<file path="src/rtl/trdb_packet_scheduler.sv">
// trdb_packet_scheduler: buffers packet requests from the priority logic in a
// small FIFO and hands them to the packet emitter over valid/ready. It also
// injects the lost-packet and disable support packets, pulses the branch-map
// flush, and maintains the resync counter.
// Optional build macro TRDB_RESYNC_CYCLE_CNT_EN: when defined, the resync
// counter advances every RUN cycle; otherwise it advances once per popped
// FIFO entry.
module trdb_packet_scheduler #(
  parameter int unsigned FIFO_DEPTH = 4,
  parameter int unsigned RESYNC_W   = 16
) (
  input  logic                clk_i,
  input  logic                rst_ni,
  input  logic                enable_i,
  input  logic                req_valid_i,
  input  logic [1:0]          req_format_i,
  input  logic [1:0]          req_subformat_i,
  input  logic                req_thaddr_i,
  input  logic                req_cause_mux_i,
  input  logic                req_tval_mux_i,
  input  logic                req_resync_rst_i,
  input  logic [RESYNC_W-1:0] resync_max_i,
  output logic                pkt_valid_o,
  input  logic                pkt_ready_i,
  output logic [1:0]          pkt_format_o,
  output logic [1:0]          pkt_subformat_o,
  output logic                pkt_thaddr_o,
  output logic                pkt_cause_mux_o,
  output logic                pkt_tval_mux_o,
  output logic                pkt_lost_o,
  output logic                pkt_disable_o,
  output logic                max_resync_o,
  output logic                branch_map_flush_o,
  output logic                fifo_full_o
);

  localparam int unsigned AW = (FIFO_DEPTH > 1) ? $clog2(FIFO_DEPTH) : 1;
  localparam int unsigned CW = AW + 1;
  localparam logic [CW-1:0] COUNT_FULL = CW'(FIFO_DEPTH);
  localparam logic [1:0] F_DIFF_DELTA = 2'd1;
  localparam logic [1:0] F_SYNC       = 2'd3;
  localparam logic [1:0] SF_SUPPORT   = 2'd3;

  typedef enum logic [1:0] {OFF, RUN, DRAIN, FINAL} state_e;
  // What the output register currently presents to the emitter.
  typedef enum logic [1:0] {K_NONE, K_FIFO, K_LOST, K_FINAL} kind_e;

  typedef struct packed {
    logic [1:0] fmt;
    logic [1:0] sub;
    logic       thaddr;
    logic       cause_mux;
    logic       tval_mux;
  } entry_t;

  entry_t              mem [FIFO_DEPTH];
  entry_t              req_entry, head_next;
  entry_t              out_reg, out_next;
  state_e              state_reg, state_next;
  kind_e               kind_reg, kind_next;
  logic [AW-1:0]       rd_ptr_reg, rd_ptr_next, wr_ptr_reg, wr_ptr_next;
  logic [CW-1:0]       count_reg, count_next;
  logic                lost_reg, lost_next;
  logic [RESYNC_W-1:0] resync_reg, resync_next;
  logic                pkt_lost_reg, pkt_lost_next;
  logic                pkt_disable_reg, pkt_disable_next;
  logic                full_reg, full_next;
  logic                flush_reg, flush_next;
  logic                max_reg, max_next;
  logic                handshake, fifo_pop, push, drop, resync_inc;

  // Next-state logic: FSM, FIFO bookkeeping, output selection, resync counter.
  always_comb begin
    req_entry  = {req_format_i, req_subformat_i, req_thaddr_i, req_cause_mux_i, req_tval_mux_i};
    handshake  = (kind_reg != K_NONE) && pkt_ready_i;
    fifo_pop   = handshake && (kind_reg == K_FIFO);
    push       = (state_reg == RUN) && req_valid_i && ((count_reg != COUNT_FULL) || fifo_pop);
    drop       = (state_reg == RUN) && req_valid_i && !push;

    state_next = state_reg;
    case (state_reg)
      OFF:     if (enable_i) state_next = RUN;
      RUN:     if (!enable_i) state_next = DRAIN;
      DRAIN:   if (count_reg == '0) state_next = FINAL;
      FINAL:   if (handshake && (kind_reg == K_FINAL)) state_next = OFF;
      default: state_next = OFF;
    endcase

    // A drop in the same cycle as a lost report must stay visible, so set wins.
    lost_next = lost_reg;
    if (handshake && ((kind_reg == K_LOST) || (kind_reg == K_FINAL))) lost_next = 1'b0;
    if (drop) lost_next = 1'b1;

    wr_ptr_next = wr_ptr_reg + AW'(push);
    rd_ptr_next = rd_ptr_reg + AW'(fifo_pop);
    count_next  = count_reg + CW'(push) - CW'(fifo_pop);

    // When the entry being written becomes the only one, bypass the array.
    head_next = (push && (count_next == CW'(1))) ? req_entry : mem[rd_ptr_next];

    // Presented packet is held until it handshakes; otherwise pick the next one.
    kind_next        = kind_reg;
    out_next         = out_reg;
    pkt_lost_next    = pkt_lost_reg;
    pkt_disable_next = pkt_disable_reg;
    if ((kind_reg == K_NONE) || handshake) begin
      kind_next        = K_NONE;
      out_next         = '0;
      pkt_lost_next    = 1'b0;
      pkt_disable_next = 1'b0;
      if (state_next == FINAL) begin
        kind_next        = K_FINAL;
        out_next         = {F_SYNC, SF_SUPPORT, 3'b000};
        pkt_lost_next    = lost_next;
        pkt_disable_next = 1'b1;
      end else if ((state_next == RUN) && lost_next && (count_next == '0)) begin
        kind_next     = K_LOST;
        out_next      = {F_SYNC, SF_SUPPORT, 3'b000};
        pkt_lost_next = 1'b1;
      end else if (count_next != '0) begin
        kind_next = K_FIFO;
        out_next  = head_next;
      end
    end

`ifdef TRDB_RESYNC_CYCLE_CNT_EN
    resync_inc = (state_reg == RUN);
`else
    resync_inc = (state_reg == RUN) && fifo_pop;
`endif
    resync_next = resync_reg;
    if (resync_inc && (resync_reg != '1)) resync_next = resync_reg + RESYNC_W'(1);
    if (push && req_resync_rst_i) resync_next = '0;
    if ((state_reg == RUN) && (state_next != RUN)) resync_next = '0;

    max_next   = (resync_max_i != '0) && (resync_next >= resync_max_i);
    full_next  = (count_next == COUNT_FULL);
    flush_next = push && ((req_format_i == F_DIFF_DELTA) || (req_format_i == F_SYNC));
  end

  // Control and output registers; reset returns everything to idle at once.
  always_ff @(posedge clk_i or negedge rst_ni) begin
    if (!rst_ni) begin
      state_reg       <= OFF;
      kind_reg        <= K_NONE;
      out_reg         <= '0;
      rd_ptr_reg      <= '0;
      wr_ptr_reg      <= '0;
      count_reg       <= '0;
      lost_reg        <= 1'b0;
      resync_reg      <= '0;
      pkt_lost_reg    <= 1'b0;
      pkt_disable_reg <= 1'b0;
      full_reg        <= 1'b0;
      flush_reg       <= 1'b0;
      max_reg         <= 1'b0;
    end else begin
      state_reg       <= state_next;
      kind_reg        <= kind_next;
      out_reg         <= out_next;
      rd_ptr_reg      <= rd_ptr_next;
      wr_ptr_reg      <= wr_ptr_next;
      count_reg       <= count_next;
      lost_reg        <= lost_next;
      resync_reg      <= resync_next;
      pkt_lost_reg    <= pkt_lost_next;
      pkt_disable_reg <= pkt_disable_next;
      full_reg        <= full_next;
      flush_reg       <= flush_next;
      max_reg         <= max_next;
    end
  end

  // FIFO storage; contents need no reset since the pointers qualify them.
  always_ff @(posedge clk_i) begin
    if (push) mem[wr_ptr_reg] <= req_entry;
  end

  assign pkt_valid_o        = (kind_reg != K_NONE);
  assign pkt_format_o       = out_reg.fmt;
  assign pkt_subformat_o    = out_reg.sub;
  assign pkt_thaddr_o       = out_reg.thaddr;
  assign pkt_cause_mux_o    = out_reg.cause_mux;
  assign pkt_tval_mux_o     = out_reg.tval_mux;
  assign pkt_lost_o         = pkt_lost_reg;
  assign pkt_disable_o      = pkt_disable_reg;
  assign max_resync_o       = max_reg;
  assign branch_map_flush_o = flush_reg;
  assign fifo_full_o        = full_reg;

endmodule

</file>
<file path="config.mk">
export PLATFORM = sky130hd
export DESIGN_NAME = trdb_packet_scheduler
export DESIGN_NICKNAME = d
export VERILOG_FILES = /design/src/rtl/trdb_packet_scheduler.sv
export SDC_FILE = /design/constraint.sdc
export NUM_CORES = 1
export LEC_CHECK = 0
export CORE_ASPECT_RATIO = 1.75
export CORE_UTILIZATION = 56
export DETAILED_ROUTE_END_ITERATION = 7
export GPL_ROUTABILITY_DRIVEN = 0
export PLACE_DENSITY = 0.83
export SYNTH_ARGS = -nofsm -noshare
export SYNTH_HDL_FRONTEND = slang
export SYNTH_SLANG_ARGS = --single-unit
</file>
<file path="constraint.sdc">
create_clock -name clk_i -period 3.8 [get_ports clk_i]
set_clock_uncertainty 0.05 [all_clocks]
set_input_delay 0.76 -clock clk_i [delete_from_list [all_inputs] [get_ports clk_i]]
set_output_delay 0.76 -clock clk_i [all_outputs]
set_load 0.05 [all_outputs]
</file>
==> results.md <==
- Outcome: finished clean
- Crit-path cells: clkdlybuf4s50_1 -> nand3b_4 -> a31o_2 -> ha_1 -> inv_1 -> ha_1 -> inv_1 -> fa_1 -> xnor3_2 -> inv_2 -> or3_1 -> o311a_4 -> o22ai_1
- CP max stage delay: 0.53 ns
- Leakage: 1.83 nW
- Number of I/O pins: 42
- Worst path depth: 13
- Routed Antenna Nets: 0
- # rows: 37
- # diodes: 0
- Worst Max-Slew Pin Slew: 0.870 ns
- Number of warnings issued by yosys: 0
- Fmax: 285 MHz
- Final Cycle Share: 92.4%
- Most used DFF post-synth: dfrtp_1
- Synthesized cell area: 0.00347 mm^2
- Final Hold Violating Endpoints: 0
- Global-route wire length before repair: 11500 um
- DIE AREA: 0.00653 mm^2
- Min Tclk post-route: 3.51 ns
- Fin nets: 407
- Rel. slew slack: 42.0%
- Worst-path clk slew: 0.07 ns
- Initial antenna violation count: 0
- Slew Viols, Final: 0
- Setup bufs post-CTS: 0
- Number of global-route vias before repair: 2562
- GR Overflow Total: 0
- FFs w/ async S/R, synth: 58.8%
- Worst setup startpoint: pkt_ready_i
- PD cells: 633 mW/mm^2
- First drt pass iteration count: 5
- Iteration-0 DRC Markers: 100
- Inserted Clock Buffers: 9
- Dpl cell area: 0.00405 mm^2
- Root Buffer: clkbuf_8
- EDFF count, synth: 28
- # H-tree levels: 3
- Most frequent cells in the layout: 40 x dfrtp_1, 40 x clkdlybuf4s50_1, 30 x nor2_1
- R2R depth: 12
- WL final: 7050 um
- CTS tree: done
- Maxcap violations: 0
- I/O Buffers: 41
- Pin count of the biggest net entering global routing: 41
- CP top delay family: compound AO/OA/AOI/OAI gates
- Final HPWL DP: 5460 um
- RR Endpoint: max_resync_o$_DFF_PN0_
- Routed length per instance: 16.1 um
- Mapped Cells: 296
- CP max stage cell: clkdlybuf4s50_1
- PostCTS Resize Cnt: 0
- Critical path required time: 4.00 ns
- Maximum VDD drop: 0.000308 V
- Post-route setup TNS: 0 ns
- Worst Setup Start Kind: primary input
- Die X: 61.5 um
- Multi-input logic area: 0.00149 mm^2
- Arrival time worst endpoint: 3.71 ns
- Crit end category: flip-flop
- Worst Hold Class: flip-flop to flip-flop
- Crit path max fanout: 5
- Gr usage total: 24.9%
- RR Startpoint: resync_reg[0]$_DFF_PN0_
- DR DRC count: 0
- Setup slack, reg-to-reg: 0.69 ns
- Layout cells sized above 1: 13.3%
- Crit path buf inv count: 4
- Clk_lat worst skew: 0.34 ns
- Final Util: 71.9%
- Design area: 0.00426 mm^2
- Starting Density: 58.6%
- Distinct cells, synth: 55
- Vias/cell: 5.68
- Fillers: 446
- Clock Tree Buf Depth: 2
- Kind of critical path: primary input to flip-flop
- Hold-fix buffers, CTS: 0
- Die Y: 106 um
- Synth Register Bits: 68
- # clock sinks: 68
- Syn nets: 347
- RSZ-0062 raised after global routing: false
- Core ar.: 0.00593 mm^2
- Synth-to-Final Area Change: 22.7%
- Max FFs per register: 28
- Setup violations, final: 0
- Critical path endpoint: pkt_format_o[0]$_DFFE_PN0P_
- Via count: 2494
- Register Area: 0.00184 mm^2
- Seq/Total Area, Yosys: 53.0%
- Avg Inst Size Synth: 11.7 um^2
-- stage by stage --
stage                     setup WS (ns)  hold WS (ns)  power (mW)  std cells
after floorplan                   0.524         0.414        1.78        296
after global placement           0.0319         0.411        2.07        423
after detailed placement        -0.0635         0.420        2.12        423
after CTS                         0.296         0.436        2.73        439
after global routing              0.133         0.466        2.87        439
final                             0.289         0.431        2.70        439
-- final cells by class --
class                   count  area share (%)
inverters                  27            2.38
clock buffers              11            3.55
flip-flops and latches     68            43.2
multi-input cells         195            34.9
well taps                  78            2.29
clock inverters             5            1.41
repair buffers             55            12.3
-- cell families after synthesis --
group / Yosys count / synth area share, %
xor+xnor: 14 / 3.96
compound gates: 45 / 8.75
simple gates: 99 / 15.0
fa+ha+maj: 22 / 8.14
mux: 15 / 6.95
buf+inv: 33 / 4.14
flops: 68 / 53.0
-- where the power goes --
| group | leakage (nW) | switching (mW) | internal (mW) | total, mW |
|---|---|---|---|---|
| Combinational | 0.964 | 0.603 | 0.485 | 1.09 |
| Clock | 0.106 | 0.272 | 0.340 | 0.612 |
| Sequential | 0.765 | 0.0939 | 0.905 | 0.999 |
-- synth_stat cells, types with 7 or more instances --
| cell type | instances | share of area, % |
|---|---|---|
| dfrtp_1 | 40 | 29 |
| edfxtp_1 | 28 | 24 |
| ha_1 | 21 | 7.6 |
| inv_1 | 26 | 2.8 |
| mux2i_1 | 8 | 2.3 |
| nand2_1 | 17 | 1.8 |
| nand3_1 | 10 | 1.4 |
| nor2_1 | 30 | 3.2 |
| nor3_1 | 8 | 1.2 |
| o21ai_0 | 13 | 1.9 |
| xor2_1 | 7 | 1.8 |
-- how the worst min path moves through the flow --
| stage | from | cells past startpoint | endpoint | slack, ns |
|---|---|---|---|---|
| floorplan | rst_ni | 0 | branch_map_flush_o$_DFF_PN0_ | 0.41 |
| global placement | pkt_thaddr_o$_DFFE_PN0P_ | 2 | pkt_thaddr_o$_DFFE_PN0P_ | 0.41 |
| detailed placement | pkt_lost_o$_DFFE_PN0P_ | 2 | pkt_lost_o$_DFFE_PN0P_ | 0.42 |
| CTS | pkt_lost_o$_DFFE_PN0P_ | 2 | pkt_lost_o$_DFFE_PN0P_ | 0.44 |
| global route | pkt_lost_o$_DFFE_PN0P_ | 2 | pkt_lost_o$_DFFE_PN0P_ | 0.47 |
| finish | pkt_lost_o$_DFFE_PN0P_ | 2 | pkt_lost_o$_DFFE_PN0P_ | 0.43 |
-- metal layers --
layer	global-route usage [%]	up-vias	routed length, um
met5	0	-	0
met4	11.0	0	175
met3	5.11	16	215
met2	46.1	63	4100
met1	25.1	1206	2560
li1	-	1209	-
-- worst reg2reg max path, cell delays in order (launching register included) --
cell	delay, ns
dfrtp_1	0.38
ha_1	0.27
inv_1	0.05
or4_1	0.64
and4bb_1	0.36
xnor2_1	0.13
nor2_1	0.08
ha_1	0.19
a21o_1	0.18
a21o_1	0.17
a21o_1	0.18
a211oi_1	0.22
a21oi_1	0.09
Note: power is estimated with default switching activity, not from simulation.
